--- src/rtl/dac_spi_tx_if.sv ---
// Signal bundle between the DDS sample stream and the serial DAC driver.
// The master modport is the DDS/host side; the slave modport is the driver.
interface dac_spi_tx_if #(
    parameter int DATA_BIT = 12
);
    logic [DATA_BIT-1:0] dds_data;
    logic                dds_data_en;
    logic                dac_sclk;
    logic                dac_din;
    logic                dac_cs_n;
    logic                busy;
    logic                frame_done;

    modport master (
        output dds_data, dds_data_en,
        input  dac_sclk, dac_din, dac_cs_n, busy, frame_done
    );

    modport slave (
        input  dds_data, dds_data_en,
        output dac_sclk, dac_din, dac_cs_n, busy, frame_done
    );
endinterface

--- src/rtl/dac_spi_tx.sv ---
// Serial DAC driver: decimates the DDS sample stream by capturing one sample when
// idle and shifting {CTRL_WORD, sample} out MSB first as an SPI mode-0 frame.
module dac_spi_tx #(
    parameter int                   DATA_BIT  = 12,
    parameter int                   CTRL_BITS = 4,
    parameter logic [CTRL_BITS-1:0] CTRL_WORD = '0,
    parameter int                   HALF_DIV  = 2,
    parameter int                   HOLD_CYC  = 2
) (
    input logic         sclk,
    input logic         rst,
    dac_spi_tx_if.slave bus
);
    localparam int F      = CTRL_BITS + DATA_BIT;
    localparam int DIV_W  = (HALF_DIV > 1) ? $clog2(HALF_DIV) : 1;
    localparam int BIT_W  = $clog2(F + 1);
    localparam int HOLD_W = (HOLD_CYC > 1) ? $clog2(HOLD_CYC) : 1;

    localparam logic [DIV_W-1:0]  DIV_LAST  = DIV_W'(HALF_DIV - 1);
    localparam logic [BIT_W-1:0]  BIT_LAST  = BIT_W'(F);
    localparam logic [HOLD_W-1:0] HOLD_LAST = HOLD_W'(HOLD_CYC - 1);

    typedef enum logic [1:0] {
        IDLE,
        SHIFT,
        HOLD
    } state_t;

    state_t             state_q, state_d;
    logic [DIV_W-1:0]   div_q, div_d;
    logic [BIT_W-1:0]   bit_q, bit_d;
    logic [HOLD_W-1:0]  hold_q, hold_d;
    logic [F-1:0]       shift_q, shift_d;
    logic               dac_sclk_q, dac_sclk_d;
    logic               dac_din_q, dac_din_d;
    logic               dac_cs_n_q, dac_cs_n_d;
    logic               busy_q, busy_d;
    logic               frame_done_q, frame_done_d;
    logic [F-1:0]       frame_w;

    assign frame_w = {CTRL_WORD, bus.dds_data};

    always_ff @(posedge sclk or posedge rst) begin
        if (rst) begin
            state_q      <= IDLE;
            div_q        <= '0;
            bit_q        <= '0;
            hold_q       <= '0;
            shift_q      <= '0;
            dac_sclk_q   <= 1'b0;
            dac_din_q    <= 1'b0;
            dac_cs_n_q   <= 1'b1;
            busy_q       <= 1'b0;
            frame_done_q <= 1'b0;
        end else begin
            state_q      <= state_d;
            div_q        <= div_d;
            bit_q        <= bit_d;
            hold_q       <= hold_d;
            shift_q      <= shift_d;
            dac_sclk_q   <= dac_sclk_d;
            dac_din_q    <= dac_din_d;
            dac_cs_n_q   <= dac_cs_n_d;
            busy_q       <= busy_d;
            frame_done_q <= frame_done_d;
        end
    end

    always_comb begin
        state_d      = state_q;
        div_d        = div_q;
        bit_d        = bit_q;
        hold_d       = hold_q;
        shift_d      = shift_q;
        dac_sclk_d   = dac_sclk_q;
        dac_din_d    = dac_din_q;
        dac_cs_n_d   = dac_cs_n_q;
        busy_d       = busy_q;
        frame_done_d = 1'b0;

        case (state_q)
            IDLE: begin
                div_d      = '0;
                bit_d      = '0;
                hold_d     = '0;
                dac_sclk_d = 1'b0;
                dac_din_d  = 1'b0;
                dac_cs_n_d = 1'b1;
                busy_d     = 1'b0;
                if (bus.dds_data_en) begin
                    shift_d    = frame_w;
                    dac_din_d  = frame_w[F-1];
                    dac_cs_n_d = 1'b0;
                    busy_d     = 1'b1;
                    state_d    = SHIFT;
                end
            end

            SHIFT: begin
                if (div_q == DIV_LAST) begin
                    div_d = '0;
                    if (!dac_sclk_q) begin
                        dac_sclk_d = 1'b1;
                        bit_d      = bit_q + 1'b1;
                    end else if (bit_q == BIT_LAST) begin
                        // cs_n rises on the same edge as the last fall: zero hold by design
                        dac_sclk_d = 1'b0;
                        dac_cs_n_d = 1'b1;
                        dac_din_d  = 1'b0;
                        state_d    = HOLD;
                    end else begin
                        dac_sclk_d = 1'b0;
                        shift_d    = {shift_q[F-2:0], shift_q[F-1]};
                        dac_din_d  = shift_q[F-2];
                    end
                end else begin
                    div_d = div_q + 1'b1;
                end
            end

            HOLD: begin
                if (hold_q == HOLD_LAST) begin
                    hold_d       = '0;
                    busy_d       = 1'b0;
                    frame_done_d = 1'b1;
                    state_d      = IDLE;
                end else begin
                    hold_d = hold_q + 1'b1;
                end
            end

            default: state_d = IDLE;
        endcase
    end

    assign bus.dac_sclk   = dac_sclk_q;
    assign bus.dac_din    = dac_din_q;
    assign bus.dac_cs_n   = dac_cs_n_q;
    assign bus.busy       = busy_q;
    assign bus.frame_done = frame_done_q;
endmodule

--- src/flat_wrapper.sv ---
// flat-port wrapper written by rule: the top's interface ports become plain ports
module dac_spi_tx_flat 
#(
    parameter int                   DATA_BIT  = 12,
    parameter int                   CTRL_BITS = 4,
    parameter logic [CTRL_BITS-1:0] CTRL_WORD = '0,
    parameter int                   HALF_DIV  = 2,
    parameter int                   HOLD_CYC  = 2
)
  (sclk, rst, bus_dds_data, bus_dds_data_en, bus_dac_sclk, bus_dac_din, bus_dac_cs_n, bus_busy, bus_frame_done);
  dac_spi_tx_if #(.DATA_BIT(DATA_BIT)) bus_i ();
  input logic sclk;
  input logic rst;
  input wire logic [$bits(bus_i.dds_data)-1:0] bus_dds_data;
  input wire logic [$bits(bus_i.dds_data_en)-1:0] bus_dds_data_en;
  output wire logic [$bits(bus_i.dac_sclk)-1:0] bus_dac_sclk;
  output wire logic [$bits(bus_i.dac_din)-1:0] bus_dac_din;
  output wire logic [$bits(bus_i.dac_cs_n)-1:0] bus_dac_cs_n;
  output wire logic [$bits(bus_i.busy)-1:0] bus_busy;
  output wire logic [$bits(bus_i.frame_done)-1:0] bus_frame_done;
  assign bus_i.dds_data = bus_dds_data;
  assign bus_i.dds_data_en = bus_dds_data_en;
  assign bus_dac_sclk = bus_i.dac_sclk;
  assign bus_dac_din = bus_i.dac_din;
  assign bus_dac_cs_n = bus_i.dac_cs_n;
  assign bus_busy = bus_i.busy;
  assign bus_frame_done = bus_i.frame_done;
  dac_spi_tx #(.DATA_BIT(DATA_BIT), .CTRL_BITS(CTRL_BITS), .CTRL_WORD(CTRL_WORD), .HALF_DIV(HALF_DIV), .HOLD_CYC(HOLD_CYC)) u_core (.sclk(sclk), .rst(rst), .bus(bus_i));
endmodule
--- config.mk ---
export PLATFORM = sky130hd
export DESIGN_NAME = dac_spi_tx_flat
export DESIGN_NICKNAME = d
export VERILOG_FILES = /design/src/rtl/dac_spi_tx_if.sv /design/src/rtl/dac_spi_tx.sv /design/src/flat_wrapper.sv
export SDC_FILE = /design/constraint.sdc
export NUM_CORES = 1
export LEC_CHECK = 0
export ABC_AREA = 0
export CORE_MARGIN = 4
export CORE_UTILIZATION = 48
export DETAILED_ROUTE_END_ITERATION = 6
export GPL_TIMING_DRIVEN = 0
export PLACE_DENSITY = 0.72
export SLEW_MARGIN = 5
export SYNTH_ARGS = -nofsm -noshare
export SYNTH_HDL_FRONTEND = slang
export SYNTH_SLANG_ARGS = --single-unit
--- constraint.sdc ---
create_clock -name sclk -period 1.81 [get_ports sclk]
set_input_delay 0.362 -clock sclk [delete_from_list [all_inputs] [get_ports sclk]]
set_output_delay 0.362 -clock sclk [all_outputs]
set_load 0.02 [all_outputs]
==> results.py <==
metrics = {
    "placement": {
        "dp_hpwl_um": 2170,
        "port_buffers": 19,
        "pre_cts_ws_ns": -0.138,
        "gp_congestion": 0.784,
    },
    "cts": {
        "cts_hold_buf": 0,
        "htreeDepth": 2,
        "clkTransAtPathRegs_ns": 0.09,
        "cts_tree": "built",
        "cts_buffer_depth": 2,
        "cts_sinks": 30,
        "cts_root_buf": "clkbuf_4",
        "clock_latency_ns": 0.33,
        "cts_buffers": 5,
    },
    "timing": {
        "setup_viol": 0,
        "hold_viol": 0,
        "grt_setup_unrepaired": "false",
        "finalClockSkew_ns": 0.00525,
        "setup_slack_ns": 0.143,
        "worst_slew_pin_slew_ns": 1.11,
        "fin_hold_ws_ns": 0.476,
        "drv_slew": 0,
        "slew_headroom": 0.261,
        "fin_tns_setup_ns": 0,
        "finalWorstPathRequiredPeriod_ns": 1.67,
        "max_freq_mhz": 600,
        "fin_crit_sh": 0.921,
    },
    "synthesis": {
        "ys_seq_elements": 30,
        "ys_seq_area_frac": 0.535,
        "synth_area_per_cell_um2": 9.38,
        "netlist_area_um2": 1410,
        "syn-instance-count": 150,
        "yosysWarningCount": 0,
        "syn_nets": 167,
        "ys_types": 31,
    },
    "power_and_ir_drop": {
        "power_density_nw_per_um2": 1520,
        "peakVddDrop_mv": 1.01,
        "p_leak_nw": 0.792,
    },
    "setup_path": {
        "crit_buf_inv": 2,
        "worstPathRequired_ns": 2.06,
        "startpoint_type": "register",
        "cp_top_family": "flip-flops",
        "end_kind": "register",
        "path_cells": "inv_1 > ha_1 > and4bb_2 > o31ai_4 > buf_6 > nor2_1 > a31oi_1",
        "slowest_stage": "dfrtp_2",
        "ff2ff_setup_slack_ns": 0.14,
        "crit_path_max_incr_delay_ns": 0.42,
        "arrival_ns": 1.92,
        "rr_worst_depth": 7,
        "crit_cells": 7,
        "critPathKind": "reg2reg",
        "path_max_fanout": 10,
    },
    "hold_path": {
        "hold_path.class": "reg2reg",
        "hold_path_depth": 2,
    },
    "global_route": {
        "grt_pass1_vias": 1266,
        "grt_antenna_before_repair": 0,
        "grt_pass1_wl_um": 5570,
        "track_usage": 0.178,
        "grt_overflow": 0,
        "grt_max_degree": 31,
    },
    "drt": {
        "dr.pass1.iters": 4,
        "via_per_inst": 5.54,
        "vias": 1152,
        "wire_per_inst_um": 14.4,
        "antenna_left": 0,
        "drc_errors": 0,
        "drt_iter0_markers": 79,
        "drt_wl_total_um": 2990,
    },
    "flow_run": {
        "max_cap_violations": 0,
    },
    "die": {
        "die_area_um2": 3860,
        "core.rowCount": 19,
        "io_pins": 20,
        "core_um2": 2780,
        "dieHeight_um": 62.1,
        "die_width_um": 62.1,
        "start_util": 0.506,
    },
    "cells_and_area": {
        "fin_util": 0.618,
        "syn2layout_area_growth_pct": 22.2,
        "diodes": 0,
        "nFillCells": 244,
        "final_cell_mix": "nand2_1, dfrtp_1, nor2_1, clkdlybuf4s50_1, a31oi_1",
        "nets": 193,
        "final_common_cell": "nand2_1",
        "drive_above_1_share": 0.113,
    },
    "run_status": {
        "status": "completed",
    },
}
[per-stage QoR]
stage | power [W] | instance area, µm² | instances
finish | 0.00262 | 1720 | 208
global route | 0.00287 | 1720 | 208
CTS | 0.00264 | 1710 | 208
detailed placement | 0.00214 | 1640 | 200
global placement | 0.00209 | 1640 | 200
floorplan | 0.00183 | 1410 | 150
[area by class of cell]
cell class                 count  area (µm²)  share of cell area
sequential                    30         753               0.438
multi-input combinational    105         578               0.336
timing repair buffer          19         191               0.111
clock buffer                   8        78.8              0.0459
buffer                         9        56.3              0.0328
tap                           31        38.8              0.0226
inverter                       6        22.5              0.0131
[state kept, by name (all words and copies together) (netlist names)]
register / cells
u_core.bit_q: 5
u_core.bus.busy: 1
u_core.bus.dac_cs_n: 1
u_core.bus.dac_din: 1
u_core.bus.dac_sclk: 1
u_core.bus.frame_done: 1
u_core.div_q: 1
u_core.hold_q: 1
u_core.shift_q: 16
u_core.state_q: 2
[synthesized netlist by cell type]
cell type,number,share of area
nand2_1,30,0.080
dfrtp_1,29,0.52
nor2_1,19,0.051
a31oi_1,12,0.053
o21ai_0,11,0.039
inv_1,6,0.016
nand3_1,6,0.021
buf_2,4,0.014
clkbuf_1,3,0.0080
a211oi_1,2,0.011
a21o_1,2,0.011
a21oi_1,2,0.0071
buf_6,2,0.016
ha_1,2,0.018
nand2b_1,2,0.0089
nor2b_1,2,0.0089
xnor2_1,2,0.012
a22o_1,1,0.0062
a31o_2,1,0.0062
a41o_1,1,0.0071
a41oi_1,1,0.0062
and3b_1,1,0.0062
and4bb_2,1,0.0089
dfstp_2,1,0.019
mux2_2,1,0.0080
nor3_1,1,0.0036
nor3b_1,1,0.0053
o21a_1,1,0.0053
o21bai_1,1,0.0053
o31ai_4,1,0.015
or3b_1,1,0.0062
[worst min-delay path, stage by stage, from the launching register on]
cell     delay (ns)
dfrtp_1        0.35
nand2_1        0.05
nand2_1        0.05
[metal layers]
metal  share of wire  vias up  wire length (µm)  global-route usage
met3           0.047        6               140              0.0595
li1                -      565                 -                   -
met1            0.42      556              1260               0.194
met2            0.52       25              1550               0.317
met4           0.012        0                37              0.0650
met5               0        -                 0                   0
[path summary, 6_finish.rpt]
kind	from	to
max	u_core.bit_q[0]$_DFFE_PP0P_	u_core.shift_q[0]$_DFFE_PP0P_
min	u_core.bus.dac_din$_DFFE_PP0P_	u_core.bus.dac_din$_DFFE_PP0P_
max reg2reg	u_core.bit_q[0]$_DFFE_PP0P_	u_core.shift_q[0]$_DFFE_PP0P_
min reg2reg	u_core.bus.dac_din$_DFFE_PP0P_	u_core.bus.dac_din$_DFFE_PP0P_
max in group asynchronous	rst	u_core.bit_q[0]$_DFFE_PP0P_
min in group asynchronous	rst	u_core.shift_q[8]$_DFFE_PP0P_
[cells by family after synthesis]
logic type	count (synthesis)	synth area share
flip-flops	30	0.535
adder cells (fa/ha/maj)	2	0.0178
AO/OA/AOI/OAI	36	0.173
multiplexers	1	0.00801
XOR/XNOR	2	0.0125
buffers and inverters	15	0.0543
AND/OR/NAND/NOR	64	0.200
[where the power goes]
group          leakage (nW)  internal [W]  switching, W
registers             0.341      0.000931      0.000182
logic                 0.406      0.000474      0.000544
clock network        0.0446      0.000265      0.000224
[timing repair]
item,CTS,global route
endpoints found under the setup margin,1,14
resized for setup,1,4
setup buffers,0,0
Note: power is estimated with default switching activity, not from simulation.
